<file path="config.mk">
export PLATFORM = sky130hd
export DESIGN_NAME = flash_audio_sequencer
export DESIGN_NICKNAME = d
export VERILOG_FILES = /design/src/rtl/flash_audio_sequencer_pkg.sv /design/src/rtl/flash_addr_counter.sv /design/src/rtl/flash_audio_sequencer.sv
export SDC_FILE = /design/constraint.sdc
export NUM_CORES = 1
export LEC_CHECK = 0
export CORE_MARGIN = 4
export CORE_UTILIZATION = 40
export DETAILED_ROUTE_END_ITERATION = 8
export GPL_TIMING_DRIVEN = 0
export MAX_ROUTING_LAYER = met4
export PLACE_DENSITY = 0.64
export SLEW_MARGIN = 20
export SYNTH_ARGS = -nofsm -noshare
export SYNTH_HDL_FRONTEND = slang
export SYNTH_SLANG_ARGS = --single-unit
export TNS_END_PERCENT = 1
</file>
<file path="constraint.sdc">
create_clock -name inclk -period 3.8 [get_ports inclk]
set_input_delay 0.95 -clock inclk [delete_from_list [all_inputs] [get_ports inclk]]
set_output_delay 0.95 -clock inclk [all_outputs]
set_load 0.02 [all_outputs]
</file>
<file path="src/rtl/flash_audio_sequencer_pkg.sv">
// rtl/flash_audio_sequencer_pkg.sv - shared states, constants and keyboard codes for the flash audio sequencer
package flash_audio_sequencer_pkg;

  typedef enum logic [1:0] {
    ST_IDLE,
    ST_WAIT_TICK,
    ST_REQ,
    ST_WAIT_DATA
  } seq_state_e;

  localparam logic [3:0] BYTEEN_ALL = 4'hF;

  // ASCII codes keyboard_control decodes into play/pause/direction/restart
  localparam logic [7:0] KEY_E = 8'h45;
  localparam logic [7:0] KEY_D = 8'h44;
  localparam logic [7:0] KEY_B = 8'h42;
  localparam logic [7:0] KEY_F = 8'h46;
  localparam logic [7:0] KEY_R = 8'h52;

endpackage

</file>
<file path="src/rtl/flash_addr_counter.sv">
// rtl/flash_addr_counter.sv - up/down word-address counter wrapping inside [START_ADDR, END_ADDR]
module flash_addr_counter #(
  parameter int                ADDR_W     = 23,
  parameter logic [ADDR_W-1:0] START_ADDR = '0,
  parameter logic [ADDR_W-1:0] END_ADDR   = 23'h07FFFF
) (
  input  logic              clk_i,
  input  logic              rst_ni,
  input  logic              load_i,
  input  logic              step_i,
  input  logic              dir_i,
  output logic [ADDR_W-1:0] addr_o
);

  localparam logic [ADDR_W-1:0] ADDR_ONE = 1;

  logic [ADDR_W-1:0] addr_q, addr_d;

  // load jumps to the clip start as seen from the current direction
  always_comb begin
    addr_d = addr_q;
    if (load_i) begin
      addr_d = dir_i ? START_ADDR : END_ADDR;
    end else if (step_i) begin
      if (dir_i) addr_d = (addr_q == END_ADDR) ? START_ADDR : addr_q + ADDR_ONE;
      else       addr_d = (addr_q == START_ADDR) ? END_ADDR : addr_q - ADDR_ONE;
    end
  end

  always_ff @(posedge clk_i or negedge rst_ni) begin
    if (!rst_ni) addr_q <= START_ADDR;
    else         addr_q <= addr_d;
  end

  assign addr_o = addr_q;

endmodule

</file>
<file path="src/rtl/flash_audio_sequencer.sv">
// rtl/flash_audio_sequencer.sv - flash read sequencer emitting two 16-bit audio samples per 32-bit word
module flash_audio_sequencer
  import flash_audio_sequencer_pkg::*;
#(
  parameter int                ADDR_W     = 23,
  parameter logic [ADDR_W-1:0] START_ADDR = 23'h000000,
  parameter logic [ADDR_W-1:0] END_ADDR   = 23'h07FFFF
) (
  input  logic              inclk,
  input  logic              reset_n,
  input  logic              sample_tick,
  input  logic              start_read_flash,
  input  logic              direction,
  input  logic              restart,
  output logic              flash_mem_read,
  output logic [ADDR_W-1:0] flash_mem_address,
  output logic [3:0]        flash_mem_byteenable,
  input  logic              flash_mem_waitrequest,
  input  logic [31:0]       flash_mem_readdata,
  input  logic              flash_mem_readdatavalid,
  output logic [15:0]       audio_sample,
  output logic              sample_valid,
  output logic              flash_read_finished
);

  seq_state_e        state_q, state_d;
  logic              half_q, half_d;
  logic              pend_q, pend_d;
  logic [15:0]       hold_q, hold_d;
  logic [15:0]       sample_q, sample_d;
  logic              valid_q, valid_d;
  logic              fin_q, fin_d;
  logic              apply_restart;
  logic              addr_load, addr_step;
  logic [ADDR_W-1:0] addr;

  // a pending restart waits for any in-flight read to return, then drops its data
  assign apply_restart = pend_q && ((state_q == ST_IDLE) || (state_q == ST_WAIT_TICK) ||
                                    ((state_q == ST_WAIT_DATA) && flash_mem_readdatavalid));

  always_comb begin
    state_d   = state_q;
    half_d    = half_q;
    pend_d    = pend_q | restart;
    hold_d    = hold_q;
    sample_d  = sample_q;
    valid_d   = 1'b0;
    fin_d     = 1'b0;
    addr_load = 1'b0;
    addr_step = 1'b0;
    if (apply_restart) begin
      addr_load = 1'b1;
      half_d    = 1'b0;
      pend_d    = restart;
      state_d   = start_read_flash ? ST_WAIT_TICK : ST_IDLE;
    end else begin
      case (state_q)
        ST_IDLE: begin
          if (start_read_flash) state_d = ST_WAIT_TICK;
        end
        ST_WAIT_TICK: begin
          if (!start_read_flash) begin
            state_d = ST_IDLE;
          end else if (sample_tick) begin
            if (!half_q) begin
              state_d = ST_REQ;
            end else begin
              sample_d  = hold_q;
              valid_d   = 1'b1;
              fin_d     = 1'b1;
              addr_step = 1'b1;
              half_d    = 1'b0;
            end
          end
        end
        ST_REQ: begin
          if (!flash_mem_waitrequest) state_d = ST_WAIT_DATA;
        end
        ST_WAIT_DATA: begin
          // the second half is captured now so a later direction change cannot reorder it
          if (flash_mem_readdatavalid) begin
            sample_d = direction ? flash_mem_readdata[15:0]  : flash_mem_readdata[31:16];
            hold_d   = direction ? flash_mem_readdata[31:16] : flash_mem_readdata[15:0];
            valid_d  = 1'b1;
            half_d   = 1'b1;
            state_d  = start_read_flash ? ST_WAIT_TICK : ST_IDLE;
          end
        end
        default: state_d = ST_IDLE;
      endcase
    end
  end

  always_ff @(posedge inclk or negedge reset_n) begin
    if (!reset_n) begin
      state_q  <= ST_IDLE;
      half_q   <= 1'b0;
      pend_q   <= 1'b0;
      hold_q   <= '0;
      sample_q <= '0;
      valid_q  <= 1'b0;
      fin_q    <= 1'b0;
    end else begin
      state_q  <= state_d;
      half_q   <= half_d;
      pend_q   <= pend_d;
      hold_q   <= hold_d;
      sample_q <= sample_d;
      valid_q  <= valid_d;
      fin_q    <= fin_d;
    end
  end

  flash_addr_counter #(
    .ADDR_W     (ADDR_W),
    .START_ADDR (START_ADDR),
    .END_ADDR   (END_ADDR)
  ) u_addr (
    .clk_i  (inclk),
    .rst_ni (reset_n),
    .load_i (addr_load),
    .step_i (addr_step),
    .dir_i  (direction),
    .addr_o (addr)
  );

  assign flash_mem_read       = (state_q == ST_REQ);
  assign flash_mem_address    = addr;
  assign flash_mem_byteenable = BYTEEN_ALL;
  assign audio_sample         = sample_q;
  assign sample_valid         = valid_q;
  assign flash_read_finished  = fin_q;

endmodule
</file>
==> results summary <==
The post-CTS setup buffer count is 0. The cell type with the largest total area after synthesis is dfrtp_1. The starting DRC count in detailed routing came out at 232. The via count of the first global-routing pass came out at 4015. The register-to-register setup slack is 1170 ps. The ratio of cells with drive above 1 in the final layout is 0.1026. The dominant register cell in the synthesized netlist is dfrtp_1. The first global-routing pass estimated 20630 µm of wire. The critical path contains buffers and inverters numbering 2 combined. The min-delay analysis places its worst path in the category reg2reg.

In this run, post-CTS repair resized a total of 0 instances. After the last flow step, the layout net total stands at 624. Summed over all nets, the half-perimeter wirelength after detailed placement is 9425 µm. For this design the ratio of total power to cell area is 722.4 nW/µm².

The type of element capturing the critical path is a flip-flop. The number of cell instances on the worst register-to-register path came out at 7. The fraction of power consumed by combinational cells came out at 0.550. In this design, the largest share of critical-path delay is due to buffers and inverters. The filler cell count came out at 976. For the final routed database, the setup TNS stands at 0 ps. The H-tree was split into 3 levels. The number of antenna violations at the first check in global routing came out at 0.

The count of boundary I/O pins came out at 86. At the worst endpoint, the required time is 4050 ps. The starting density of the core is 0.4172. Yosys attributes the largest share of cell area to dfrtp_1 (37%), o21ai_0 (8.3%), mux2i_1 (8.2%), nand2_1 (6.9%), xnor2_1 (2.1%). For this run, the share of the core covered by cells in the final layout is 0.5363.

The maximum clock rate came out at 330.9 MHz. Summing all multi-input logic gate instances after layout gives 2362 µm². The post-route non-filler standard cell count came out at 718. The buffer type at the clock tree root is clkbuf_8. Port buffering added 80 buffers. In this run the critical register-to-register path is captured at u_addr.addr_o[21]. Yosys instantiated no cell more often than nand2_1.

Setup violations remaining at the end of the flow were counted as 0. Walking the worst path, the cells encountered are clkdlybuf4s50_1 > nand4b_1 > nand2_1 > a21oi_1 > clkbuf_1 > nand2_1 > a32oi_1. The final count of pins violating max slew is 0.

The worst relative slew slack is 0.4036. Row generation in the floorplan step produced 36 rows. By count the netlist is led by nand2_1 (76), o21ai_0 (69), dfrtp_1 (61).

The routability congestion estimate is 0.9264. Setup repair after global routing left no endpoint under its margin. The clock transition at the register clock pins on the worst setup and hold paths after CTS is 80 ps. The clock share of power is 0.151.

The run finished with clean final reports. Max-cap violations in this run came to 0. The routed layout has 4085 vias. The number of hold buffers added after CTS was 0. The worst-margin pin slew is 894.6 ps.

The worst setup path is launched from a primary input. For this run, design rule violations remaining after detail routing come to 0. The number of instances on the worst hold path is 2. The sequential cell area fraction in the yosys report is 0.3676. The minimum clock period came out at 3022 ps. The total die area is 12080 µm². The critical path in this run is classified as in2reg.

For this run, the number of Yosys warnings is 0. The pin count of the biggest net entering global routing came out at 37. The synthesized area per cell came out at 8.545 µm². The clock latency reported for the late side of the worst-skew pair came out at 340 ps. The slowest stage of the critical path belongs to the cell a21oi_1.

After layout, the design draws a total of 3.857 mW. The arrival time at the worst endpoint came out at 3270 ps. The post-synthesis to final-layout area growth came out at 28.56%.

The switching share of power is 0.4440. The core footprint came out at 9955 µm². The first-pass iteration count of the detailed router is 5. The x dimension of the die came out at 109.9 µm.

The proportion of netlist area held by the largest area contributor is 0.3676. The sequential cells in the finished layout cover a total of 1526 µm². Counting flops and latches in the post-synthesis netlist gives 61. 0 antenna diodes ended up in the layout.

The endpoint of the worst hold-timing path is hold_q[1]. The post-placement cell count came out at 703. The cell seen most often among critical-path stages is nand2_1. The total wirelength of the detailed-routed design came out at 12830 µm. The maximum buffer depth of the clock tree came out at 2. The static leakage power came out at 2.192 nW.

The worst register-to-register path begins at u_addr.addr_o[0]. The worst clock skew came out at 12.41 ps. The number of synthesized flops with an enable pin is 0.

The post-detailed-route wirelength per cell came out at 17.87 µm. TritonCTS created 9 clock buffers. Once detail routing completed, the nets flagged for antenna violations numbered 0. The global routing usage summed across all routing layers is 0.2267. The hold violation total from the final report is 0. The vertical die dimension came out at 109.9 µm.

Of the total power, registers draw 0.299. The largest single stage delay on the critical path is 720 ps. The post-synthesis cell count is 486.

The synthesized netlist occupies a cell area of 4153 µm². Counting distinct cell types in the post-synthesis netlist gives 67. TritonCTS built the clock tree. The reported net switching power is 1.712 mW.

The top fanout value on the critical path came out at 10. In the synthesized netlist the async set-or-reset flop fraction comes to 1.000. The routed via count divided by cell count came out at 5.689.

The clock net in this run drives a total of 61 sinks. The post-route clock period utilization came out at 0.7953. The worst hold path startpoint is hold_q[1]. The internal power summed over all cells is 2.144 mW. The global route total overflow came out at 0. The worst supply voltage drop on vdd is 0.3156 mV.
## how the worst max path moves through the flow
stage                                 from           endpoint  slack (ps)  cells past startpoint
after floorplan           u_addr.addr_o[0]  u_addr.addr_o[21]        1410                      7
after global placement             reset_n   audio_sample[15]        -340                      1
after detailed placement       sample_tick  u_addr.addr_o[20]         490                      7
after CTS                      sample_tick  u_addr.addr_o[20]         840                      7
after global routing      start_read_flash  u_addr.addr_o[20]         700                      7
final                          sample_tick  u_addr.addr_o[20]         780                      7
## cell families after synthesis
kind of cell    Yosys count  share of synthesized area
other cells               1                  0.0009030
flops                    61                     0.3676
compound gates          138                     0.2061
xor+xnor                 17                    0.03585
fa+ha+maj                 3                   0.009040
simple gates            177                     0.2323
mux                      34                    0.08195
buf+inv                  55                    0.06628
## layout by cell type (no fill, tap or decap), types with 3 or more instances in the layout
cell,count
nor2_1,19
o2111ai_1,4
a221o_1,5
a21o_1,3
inv_1,9
nand3_1,11
clkbuf_1,18
buf_1,4
clkbuf_8,10
buf_2,13
clkdlybuf4s50_1,79
nor3_2,3
o21ai_0,69
conb_1,4
xor2_1,7
nand2b_1,5
mux2i_1,34
and3_1,3
nor4_1,10
xnor2_1,10
o21ai_1,9
ha_1,3
o22ai_1,5
nand2_1,76
o31ai_1,3
and2_1,3
buf_4,11
a31oi_1,5
nand4_1,8
a21oi_1,17
nor3_1,12
dfrtp_1,61
## stage by stage
step                      setup WS, ps  hold slack [ps]  cell area (µm²)
after CTS                        844.6            481.3             5339
after floorplan                   1410            444.7             4164
after detailed placement         489.0            465.0             5149
final                            777.7            477.0             5339
after global placement          -343.5            455.5             5131
after global routing             697.4            513.8             5339
## sequential cells by signal (all words and copies together) (netlist names)
signal	flops
flash_read_finished	1
audio_sample	16
state_q	2
u_addr.addr_o	23
sample_valid	1
pend_q	1
hold_q	16
half_q	1
## power groups by stage
stage                     registers (mW)  clock network [mW]  logic [mW]
after floorplan                     1.35                   0        1.11
after global placement              1.15                   0        2.09
after detailed placement            1.16                   0        2.11
after CTS                           1.16               0.593        2.12
after global routing                1.20               0.631        2.33
final                               1.15               0.582        2.12
## final cells by class
type                    instances  share of cell area
flip-flops and latches         61              0.2859
inverters                       9            0.006328
multi-input cells             373              0.4425
clock buffers                  11             0.02648
repair buffers                 81              0.1533
well taps                     133             0.03117
clock inverters                 4            0.009140
plain buffers                  46             0.04523
## layer usage
layer / global-route usage / part of all wire / vias to the layer above / wire (µm)
li1: - / - / 1936 / -
met1: 0.3094 / 0.46 / 1952 / 5916
met2: 0.3367 / 0.46 / 168 / 5924
met3: 0.04698 / 0.057 / 29 / 737
met4: 0.07302 / 0.020 / 0 / 255
met5: - / 0 / - / 0
## tightest hold or removal path, delay by kind of cell (launching register included)
family | cells | cell delay (ps)
DFF | 1 | 350
AOI/OAI and AO/OA | 1 | 50
and+or+nand+nor | 1 | 40
Note: power is estimated with default switching activity, not from simulation.
